## config.mk

```make
export PLATFORM = sky130hd
export DESIGN_NAME = rom_sequencer
export DESIGN_NICKNAME = d
export VERILOG_FILES = /design/src/rtl/rom_sequencer.sv
export SDC_FILE = /design/constraint.sdc
export NUM_CORES = 1
export LEC_CHECK = 0
export BUFFER_PORTS_ARGS = -buffer_cell sky130_fd_sc_hd__buf_2
export CAP_MARGIN = 20
export CORE_UTILIZATION = 50
export CTS_CLUSTER_DIAMETER = 30
export DETAILED_ROUTE_END_ITERATION = 7
export GPL_ROUTABILITY_DRIVEN = 0
export MAX_ROUTING_LAYER = met4
export PLACE_DENSITY = 0.73
export SLEW_MARGIN = 20
export SYNTH_ARGS = -nofsm -noshare
export SYNTH_HDL_FRONTEND = slang
export SYNTH_SLANG_ARGS = --single-unit
export TNS_END_PERCENT = 1
```

## constraint.sdc

```tcl
create_clock -name clock -period 2.77 [get_ports clock]
set_input_delay 0.554 -clock clock [delete_from_list [all_inputs] [get_ports clock]]
set_output_delay 0.554 -clock clock [all_outputs]
set_load 0.01 [all_outputs]
```

## src/rtl/rom_sequencer.sv

```systemverilog
// Address sequencer and sample capture stage between the waveform ROM and the
// FIR input. Plays a programmable address window in loop, one-shot or
// ping-pong order, tracks ROM read latency with a valid pipeline and registers
// each returned sample with a one-cycle strobe.
//
// state   | meaning
// --------+-----------------------------------------------------------
// S_IDLE  | waiting for start; outputs hold, nothing issued
// S_RUN   | one address issued per enabled cycle
// S_PAUSE | enable low; address held, in-flight samples drain
// S_DONE  | one-shot finished; wait for last sample, then idle
module rom_sequencer #(
  parameter int ADDR_W  = 9,
  parameter int DATA_W  = 10,
  parameter int ROM_LAT = 1,
  parameter int CNT_W   = 8
) (
  input  logic              clock,
  input  logic              reset,
  input  logic              start,
  input  logic              stop,
  input  logic              enable,
  input  logic [1:0]        mode,
  input  logic [ADDR_W-1:0] start_addr,
  input  logic [ADDR_W-1:0] end_addr,
  output logic [ADDR_W-1:0] address,
  input  logic [DATA_W-1:0] sample_in,
  output logic [DATA_W-1:0] sample_out,
  output logic              sample_valid,
  output logic              busy,
  output logic              done,
  output logic              cfg_err,
  output logic [CNT_W-1:0]  loop_count
);

  typedef enum logic [1:0] {S_IDLE, S_RUN, S_PAUSE, S_DONE} state_t;

  localparam logic [1:0]        M_ONESHOT  = 2'd1;
  localparam logic [1:0]        M_PINGPONG = 2'd2;
  localparam logic [ADDR_W-1:0] ONE_A      = ADDR_W'(1);
  localparam logic [CNT_W-1:0]  ONE_C      = CNT_W'(1);
  localparam logic [CNT_W-1:0]  CNT_MAX    = '1;

  state_t              state_q, state_d;
  logic [ADDR_W-1:0]   addr_q, addr_d;
  logic [ADDR_W-1:0]   win_lo_q, win_lo_d;
  logic [ADDR_W-1:0]   win_hi_q, win_hi_d;
  logic [1:0]          mode_q, mode_d;
  logic                dir_dn_q, dir_dn_d;
  logic [CNT_W-1:0]    cnt_q, cnt_d;
  logic                cfg_err_q, cfg_err_d;
  logic                busy_q, busy_d;
  logic                done_q, done_d;
  logic [ROM_LAT-1:0]  vld_q, vld_d;
  logic [DATA_W-1:0]   sample_q, sample_d;
  logic                sample_valid_q, sample_valid_d;

  logic [ADDR_W-1:0]   addr_inc, addr_dec, nxt_addr;
  logic                nxt_dir_dn, wrap_inc, last_issue;
  logic                issue, flush;

  assign addr_inc = addr_q + ONE_A;
  assign addr_dec = addr_q - ONE_A;

  // Where the address goes after issuing the current one, per playback mode.
  always_comb begin
    nxt_addr   = addr_inc;
    nxt_dir_dn = dir_dn_q;
    wrap_inc   = 1'b0;
    last_issue = 1'b0;
    case (mode_q)
      M_ONESHOT: begin
        if (addr_q == win_hi_q) begin
          nxt_addr   = addr_q;
          last_issue = 1'b1;
        end
      end
      M_PINGPONG: begin
        if (!dir_dn_q) begin
          if (addr_q == win_hi_q) begin
            if (addr_q == win_lo_q) begin
              // single-address window: reissue and count every cycle
              nxt_addr = addr_q;
              wrap_inc = 1'b1;
            end else begin
              nxt_addr   = addr_dec;
              nxt_dir_dn = 1'b1;
              wrap_inc   = (addr_dec == win_lo_q);
            end
          end
        end else begin
          if (addr_q == win_lo_q) begin
            nxt_addr   = addr_inc;
            nxt_dir_dn = 1'b0;
          end else begin
            nxt_addr = addr_dec;
            wrap_inc = (addr_dec == win_lo_q);
          end
        end
      end
      default: begin
        // loop, and the reserved mode which plays as loop
        if (addr_q == win_hi_q) begin
          nxt_addr = win_lo_q;
          wrap_inc = 1'b1;
        end
      end
    endcase
  end

  // Control FSM, issue/flush decisions and capture stage next values.
  always_comb begin
    state_d        = state_q;
    addr_d         = addr_q;
    win_lo_d       = win_lo_q;
    win_hi_d       = win_hi_q;
    mode_d         = mode_q;
    dir_dn_d       = dir_dn_q;
    cnt_d          = cnt_q;
    cfg_err_d      = cfg_err_q;
    done_d         = 1'b0;
    sample_d       = sample_q;
    issue          = 1'b0;
    flush          = 1'b0;

    if (stop) begin
      state_d = S_IDLE;
      flush   = 1'b1;
    end else if (start) begin
      flush = 1'b1;
      if (start_addr <= end_addr) begin
        win_lo_d  = start_addr;
        win_hi_d  = end_addr;
        mode_d    = mode;
        addr_d    = start_addr;
        dir_dn_d  = 1'b0;
        cnt_d     = '0;
        cfg_err_d = 1'b0;
        state_d   = S_RUN;
      end else begin
        cfg_err_d = 1'b1;
        state_d   = S_IDLE;
      end
    end else begin
      case (state_q)
        S_RUN: begin
          if (enable) begin
            issue    = 1'b1;
            addr_d   = nxt_addr;
            dir_dn_d = nxt_dir_dn;
            if (wrap_inc && (cnt_q != CNT_MAX)) cnt_d = cnt_q + ONE_C;
            if (last_issue) begin
              state_d = S_DONE;
              done_d  = 1'b1;
            end
          end else begin
            state_d = S_PAUSE;
          end
        end
        S_PAUSE: begin
          if (enable) state_d = S_RUN;
        end
        S_DONE: begin
          if (vld_q == '0) state_d = S_IDLE;
        end
        default: ;
      endcase
    end

    busy_d = (state_d == S_RUN) || (state_d == S_PAUSE);

    vld_d = '0;
    if (!flush) begin
      vld_d[0] = issue;
      for (int i = 1; i < ROM_LAT; i++) vld_d[i] = vld_q[i-1];
    end

    sample_valid_d = vld_q[ROM_LAT-1] && !flush;
    if (sample_valid_d) sample_d = sample_in;
  end

  // All state and registered outputs.
  always_ff @(posedge clock or negedge reset) begin
    if (!reset) begin
      state_q        <= S_IDLE;
      addr_q         <= '0;
      win_lo_q       <= '0;
      win_hi_q       <= '0;
      mode_q         <= '0;
      dir_dn_q       <= 1'b0;
      cnt_q          <= '0;
      cfg_err_q      <= 1'b0;
      busy_q         <= 1'b0;
      done_q         <= 1'b0;
      vld_q          <= '0;
      sample_q       <= '0;
      sample_valid_q <= 1'b0;
    end else begin
      state_q        <= state_d;
      addr_q         <= addr_d;
      win_lo_q       <= win_lo_d;
      win_hi_q       <= win_hi_d;
      mode_q         <= mode_d;
      dir_dn_q       <= dir_dn_d;
      cnt_q          <= cnt_d;
      cfg_err_q      <= cfg_err_d;
      busy_q         <= busy_d;
      done_q         <= done_d;
      vld_q          <= vld_d;
      sample_q       <= sample_d;
      sample_valid_q <= sample_valid_d;
    end
  end

  assign address      = addr_q;
  assign sample_out   = sample_q;
  assign sample_valid = sample_valid_q;
  assign busy         = busy_q;
  assign done         = done_q;
  assign cfg_err      = cfg_err_q;
  assign loop_count   = cnt_q;

endmodule

```

==> results of run 1 <==
## state kept, by name, indices dropped and copies added (netlist names)
name and cells:
vld_q 1, cfg_err 1, sample_valid 1, state_q 2, win_lo_q 9, sample_out 10, loop_count 8, dir_dn_q 1
address 9, mode_q 2, done 1, win_hi_q 9, busy 1
## per-stage QoR
| step | cell area [µm²] | util (%) |
|---|---|---|
| CTS | 4300 | 62.6 |
| floorplan | 3600 | - |
| detailed placement | 4210 | 61.3 |
| global route | 4350 | 63.3 |
| finish | 4350 | 63.3 |
| global placement | 4210 | 61.3 |
## cell usage after synthesis (5+ instances only)
cell,number,area (µm²)
nor2_1,20,75.1
ha_1,14,175
nand2_1,60,225
a21oi_1,16,80.1
xor2_1,24,210
nand2b_1,8,50.1
mux2_2,13,146
dfrtp_1,55,1380
nor3_1,9,45.0
o31ai_1,6,45.0
clkbuf_1,13,48.8
o21ai_0,29,145
inv_1,20,75.1
o211ai_1,5,37.5
buf_2,6,30.0
xnor2_1,8,70.1
nand3_1,13,65.1
and3_1,6,37.5
## how the worst max path moves through the flow
stage                        startpoint            end  slack, ns  cells past startpoint
after floorplan             end_addr[6]  loop_count[7]       0.24                     10
after global placement    start_addr[6]  loop_count[3]       0.01                     10
after detailed placement  start_addr[6]  loop_count[5]      -0.07                     11
after CTS                    address[1]  loop_count[5]       0.05                      8
after global routing         address[0]  loop_count[5]      -0.02                     10
final                        address[0]  loop_count[7]        0.1                      8
## cell type report
type | instances | share of cell area (%)
inverters | 20 | 1.73
clock buffers | 6 | 1.67
clock inverters | 2 | 0.374
multi-input cells | 304 | 48.5
repair buffers | 95 | 13.2
well taps | 96 | 2.76
flip-flops and latches | 55 | 31.7
## report_power, final
group | total, W | internal (W) | leakage [nW] | switching [W]
Clock | 0.000469 | 0.000183 | 0.0418 | 0.000286
Combinational | 0.00140 | 0.000624 | 1.30 | 0.000777
Sequential | 0.00115 | 0.000944 | 0.709 | 0.000207
## metal layers
metal | vias to the layer above | track usage (%) | wire [µm]
li1 | 1594 | - | -
met1 | 1651 | 37.0 | 4380
met2 | 106 | 44.2 | 4450
met3 | 13 | 2.94 | 437
met4 | 0 | 6.97 | 101
met5 | - | - | 0
## worst reg2reg max path, stage by stage (launching register included)
cell and delay (ns):
dfrtp_1 0.44, or3_1 0.41, or3_4 0.35, o2111ai_1 0.31
nor3_2 0.11, a311oi_4 0.53, buf_4 0.24, o41ai_2 0.08
a21oi_1 0.14
## cell families (layout without fill, tap and decap cells)
logic type      after synthesis  count (layout)
xor+xnor                     32              32
simple gates                146             146
compound gates               96              96
fa+ha+maj                    14              14
flops                        55              55
mux                          16              16
buf+inv                      40             123
==> flow_summary.json, run 1 <==
{
  "cp_cell_sequence": "or3_1 -> or3_4 -> o2111ai_1 -> nor3_2 -> a311oi_4 -> buf_4 -> o41ai_2 -> a21oi_1",
  "synth_flop_cell": "dfrtp_1",
  "grt_pass1_vias": 3290,
  "post_drt_wl_per_cell_um": 16.2,
  "dp_hpwl_um": 6920,
  "timing.rr.end": "loop_count[7]",
  "critPathBufInv": 1,
  "die_area_um2": 7550,
  "p_per_area_nw_per_um2": 695,
  "fill_cells": 602,
  "status": "complete, no violations",
  "crit_arrival_ns": 2.92,
  "vdd_drop_max_uv": 346,
  "period_share_pct": 96.5,
  "ys_seq_area_share_pct": 38.2,
  "tightest_slew_ns": 0.503,
  "yosys_warnings": 0,
  "drv_cap": 0,
  "grt_pass1_wl_um": 15700,
  "slew_headroom_pct": 66.5,
  "cp-end-kind": "flop",
  "ys_async_sr_fraction_pct": 100,
  "max_freq_ghz": 0.374,
  "synthXorXnorAreaFrac_pct": 7.78,
  "start_util_pct": 52.4,
  "place_ws_ns": -0.0690,
  "n_antenna_cell": 0,
  "seqCellArea_um2": 1380,
  "cp_max_fo": 9,
  "max_stage_delay_ns": 0.53,
  "synth_fa_ha_area_share_pct": 4.86,
  "routed-via-count": 3364,
  "h-tree-depth": 2,
  "area_growth_syn_to_layout_pct": 20.7,
  "final_cell_mix": "buf_2 (65), nand2_1 (60), dfrtp_1 (53), o21ai_0 (28), buf_4 (28)",
  "ys_types": 67,
  "cts_made_buffers": 5,
  "reg2reg_from": "address[0]",
  "syn_nets": 448,
  "whs_ns": 0.201,
  "antenna_found_initial": 0,
  "postRouteAntennaNets": 0,
  "finalPower_w": 0.00302,
  "setup_ws_ns": 0.0959,
  "start_kind": "flop",
  "track_usage_pct": 27.4,
  "drtIter0Drc": 353,
  "synth_enable_flop_cells": 0,
  "clockRootBuffer": "clkbuf_8",
  "die_w_um": 86.9,
  "coreArea_um2": 6870,
  "final_nets": 530,
  "synthesis.area_um2": 3600,
  "worst_skew_pair.late_latency_ns": 0.32,
  "routed_wl_um": 9370,
  "cts_tree": "done",
  "cts.path.max_buffers": 2,
  "rows": 30,
  "path_class": "flop to flop",
  "route.detailed.drc": 0,
  "setup-tns-final_ns": 0,
  "ctsResizeCount": 0,
  "first_pass_iters": 5,
  "hp-class": "input pin to async pin",
  "ctsHoldBuffers": 0,
  "ios": 66,
  "place_inst": 570,
  "clk_pin_slew_ns": 0.10,
  "final_common_cell": "buf_2",
  "r2r_slack_ns": 0.1,
  "cts_setup_buffers": 0,
  "grt_max_degree": 56,
  "netlist_instances": 399,
  "io_buffers": 65,
  "clock_sinks": 55,
  "reg2reg_depth": 8,
  "critPathSlowestCell": "a311oi_4",
  "synth_top_family_by_area": "simple AND/OR/NAND/NOR gates",
  "die_height_um": 86.9,
  "worstPathRequired_ns": 3.01,
  "grt-ovfl-total": 0,
  "yosys_register_bits": 55,
  "via_per_inst": 5.82,
  "avgSynthCellArea_um2": 9.03,
  "cpLargestDelayFamily": "compound AO/OA/AOI/OAI gates",
  "hold_viol": 0,
  "p_leak_nw": 2.05,
  "synth_compound_area_share_pct": 18.4,
  "multiInputGateArea_um2": 2110,
  "drive_above_1_share_pct": 28.0,
  "synthSimpleGateAreaFrac_pct": 21.2,
  "drv_slew": 0,
  "layoutNonFillerInstCount": 578,
  "min_period_ns": 2.67,
  "setup_viol_count_final": 0,
  "synthMuxAreaShare_pct": 4.93,
  "finClkSkew_ns": 0.00669
}
No activity file was read; power rests on OpenSTA's default activity.
==> inputs of run 2 (changes only) <==
Settings changed: CORE_UTILIZATION 50 to 30, PLACE_DENSITY 0.73 to default.
==> run 2 against run 1 <==
Effect of this change:
- clock skew grew 0.0017 ns
- register-to-register slack gained 0.06 ns
- first-iteration DRC count shrank 46%
- critical path depth unchanged
- non-clock buffer count grew 6
- clock power grew 42%
- worst hold slack better by 0.064 ns
- critical path type unchanged
- largest power group unchanged
==> flow_summary.json, run 2 (synthesis results as in run 1) <==
{
  "coreArea_um2": 11600,
  "antenna_found_initial": 0,
  "critPathSlowestCell": "a311oi_4",
  "cp_cell_sequence": "or3_1 -> or3_4 -> o2111ai_1 -> nor3_2 -> a311oi_4 -> buf_4 -> o211ai_1 -> o41ai_1",
  "slew_headroom_pct": 57.6,
  "io_buffers": 65,
  "path_class": "flop to flop",
  "start_kind": "flop",
  "die_area_um2": 12500,
  "fill_cells": 1128,
  "reg2reg_depth": 8,
  "setup-tns-final_ns": 0,
  "cts_made_buffers": 5,
  "clockRootBuffer": "clkbuf_16",
  "worstPathRequired_ns": 2.96,
  "setup_viol_count_final": 0,
  "final_cell_mix": "buf_2 (65), nand2_1 (60), dfrtp_1 (55), buf_4 (33), o21ai_0 (28)",
  "drv_slew": 0,
  "die_height_um": 112,
  "finClkSkew_ns": 0.00839,
  "route.detailed.drc": 0,
  "via_per_inst": 5.38,
  "cpLargestDelayFamily": "compound AO/OA/AOI/OAI gates",
  "drv_cap": 0,
  "tightest_slew_ns": 0.636,
  "grt_pass1_wl_um": 16500,
  "hp-class": "input pin to async pin",
  "max_stage_delay_ns": 0.57,
  "area_growth_syn_to_layout_pct": 25.4,
  "ctsHoldBuffers": 0,
  "crit_arrival_ns": 2.80,
  "status": "complete, no violations",
  "cp_max_fo": 10,
  "first_pass_iters": 6,
  "clk_pin_slew_ns": 0.08,
  "p_leak_nw": 2.12,
  "clock_sinks": 55,
  "dp_hpwl_um": 7640,
  "cts_setup_buffers": 0,
  "ios": 66,
  "cp-end-kind": "flop",
  "largest_reg_flops": 10,
  "post_drt_wl_per_cell_um": 16.0,
  "grt_pass1_vias": 3294,
  "setup_ws_ns": 0.153,
  "start_util_pct": 31.1,
  "die_w_um": 112,
  "grt-ovfl-total": 0,
  "cts_tree": "done",
  "track_usage_pct": 17.0,
  "max_freq_ghz": 0.382,
  "h-tree-depth": 2,
  "n_antenna_cell": 0,
  "finalPower_w": 0.00327,
  "grt_max_degree": 31,
  "crit_cells": 8,
  "place_ws_ns": -0.278,
  "cts.path.max_buffers": 2,
  "drtIter0Drc": 192,
  "hold_viol": 0,
  "min_period_ns": 2.62,
  "whs_ns": 0.264,
  "rows": 39,
  "p_per_area_nw_per_um2": 725,
  "vdd_drop_max_uv": 268,
  "worst_skew_pair.late_latency_ns": 0.30,
  "critPathBufInv": 1,
  "final_nets": 536,
  "postRouteAntennaNets": 0,
  "routed_wl_um": 10100,
  "period_share_pct": 94.5,
  "routed-via-count": 3394,
  "drive_above_1_share_pct": 28.9,
  "final_common_cell": "buf_2"
}
==> run 2: changes by cell type in the layout (fill, tap and decap cells not counted), sizes merged <==
| cell | delta |
|---|---|
| inv | +1 |
| buf | +6 |
| clkinvlp | -1 |
| clkbuf | -1 |
| clkinv | +1 |
==> run 2: per-stage QoR <==
| stage | utilization [%] | area (µm²) | std cells |
|---|---|---|---|
| 4_1_cts | 38.7 | 4480 | 631 |
| 2_1_floorplan | - | 3600 | 399 |
| 3_5_place_dp | 37.4 | 4330 | 623 |
| 3_3_place_gp | 37.4 | 4330 | 623 |
| 5_1_grt | 39.0 | 4520 | 631 |
| 6_report | 39.0 | 4520 | 631 |
==> run 2: path summary, 6_finish.rpt <==
kind	startpoint	to	slack (ns)
setup / recovery	address[1]	loop_count[0]	0.15
hold reg to reg	sample_out[6]	sample_out[6]	0.51
min in group clock	end_addr[0]	win_hi_q[0]	0.47
max in group asynchronous	reset	dir_dn_q	1.91
setup reg to reg	address[1]	loop_count[0]	0.15
hold / removal	reset	win_lo_q[5]	0.26
==> run 2: final cells by class <==
| class | count | area [µm²] | area share, % |
|---|---|---|---|
| clock buffers | 5 | 125 | 2.77 |
| clock inverters | 3 | 26.3 | 0.582 |
| inverters | 20 | 75.1 | 1.66 |
| multi-input cells | 304 | 2100 | 46.5 |
| flip-flops and latches | 55 | 1380 | 30.5 |
| well taps | 143 | 179 | 3.96 |
| repair buffers | 101 | 633 | 14.0 |
==> run 2: power by group <==
part           total (W)  internal (W)  switching [W]
Clock           0.000666      0.000345       0.000321
Sequential       0.00114      0.000942       0.000198
Combinational    0.00147      0.000664       0.000804
==> run 2: repair_timing <==
action	4_1_cts	5_1_grt
setup endpoints to repair	0	8
hold endpoints to repair	0	0
gates resized for setup	0	6
==> run 2: routing by layer <==
metal  track usage [%]  share of wire, %  vias to the layer above
met1              21.2                46                     1669
met2              28.2                48                      103
met3              2.67               4.2                       15
li1                  -                 -                     1607
met5                 -                 0                        -
met4              5.41               1.6                        0
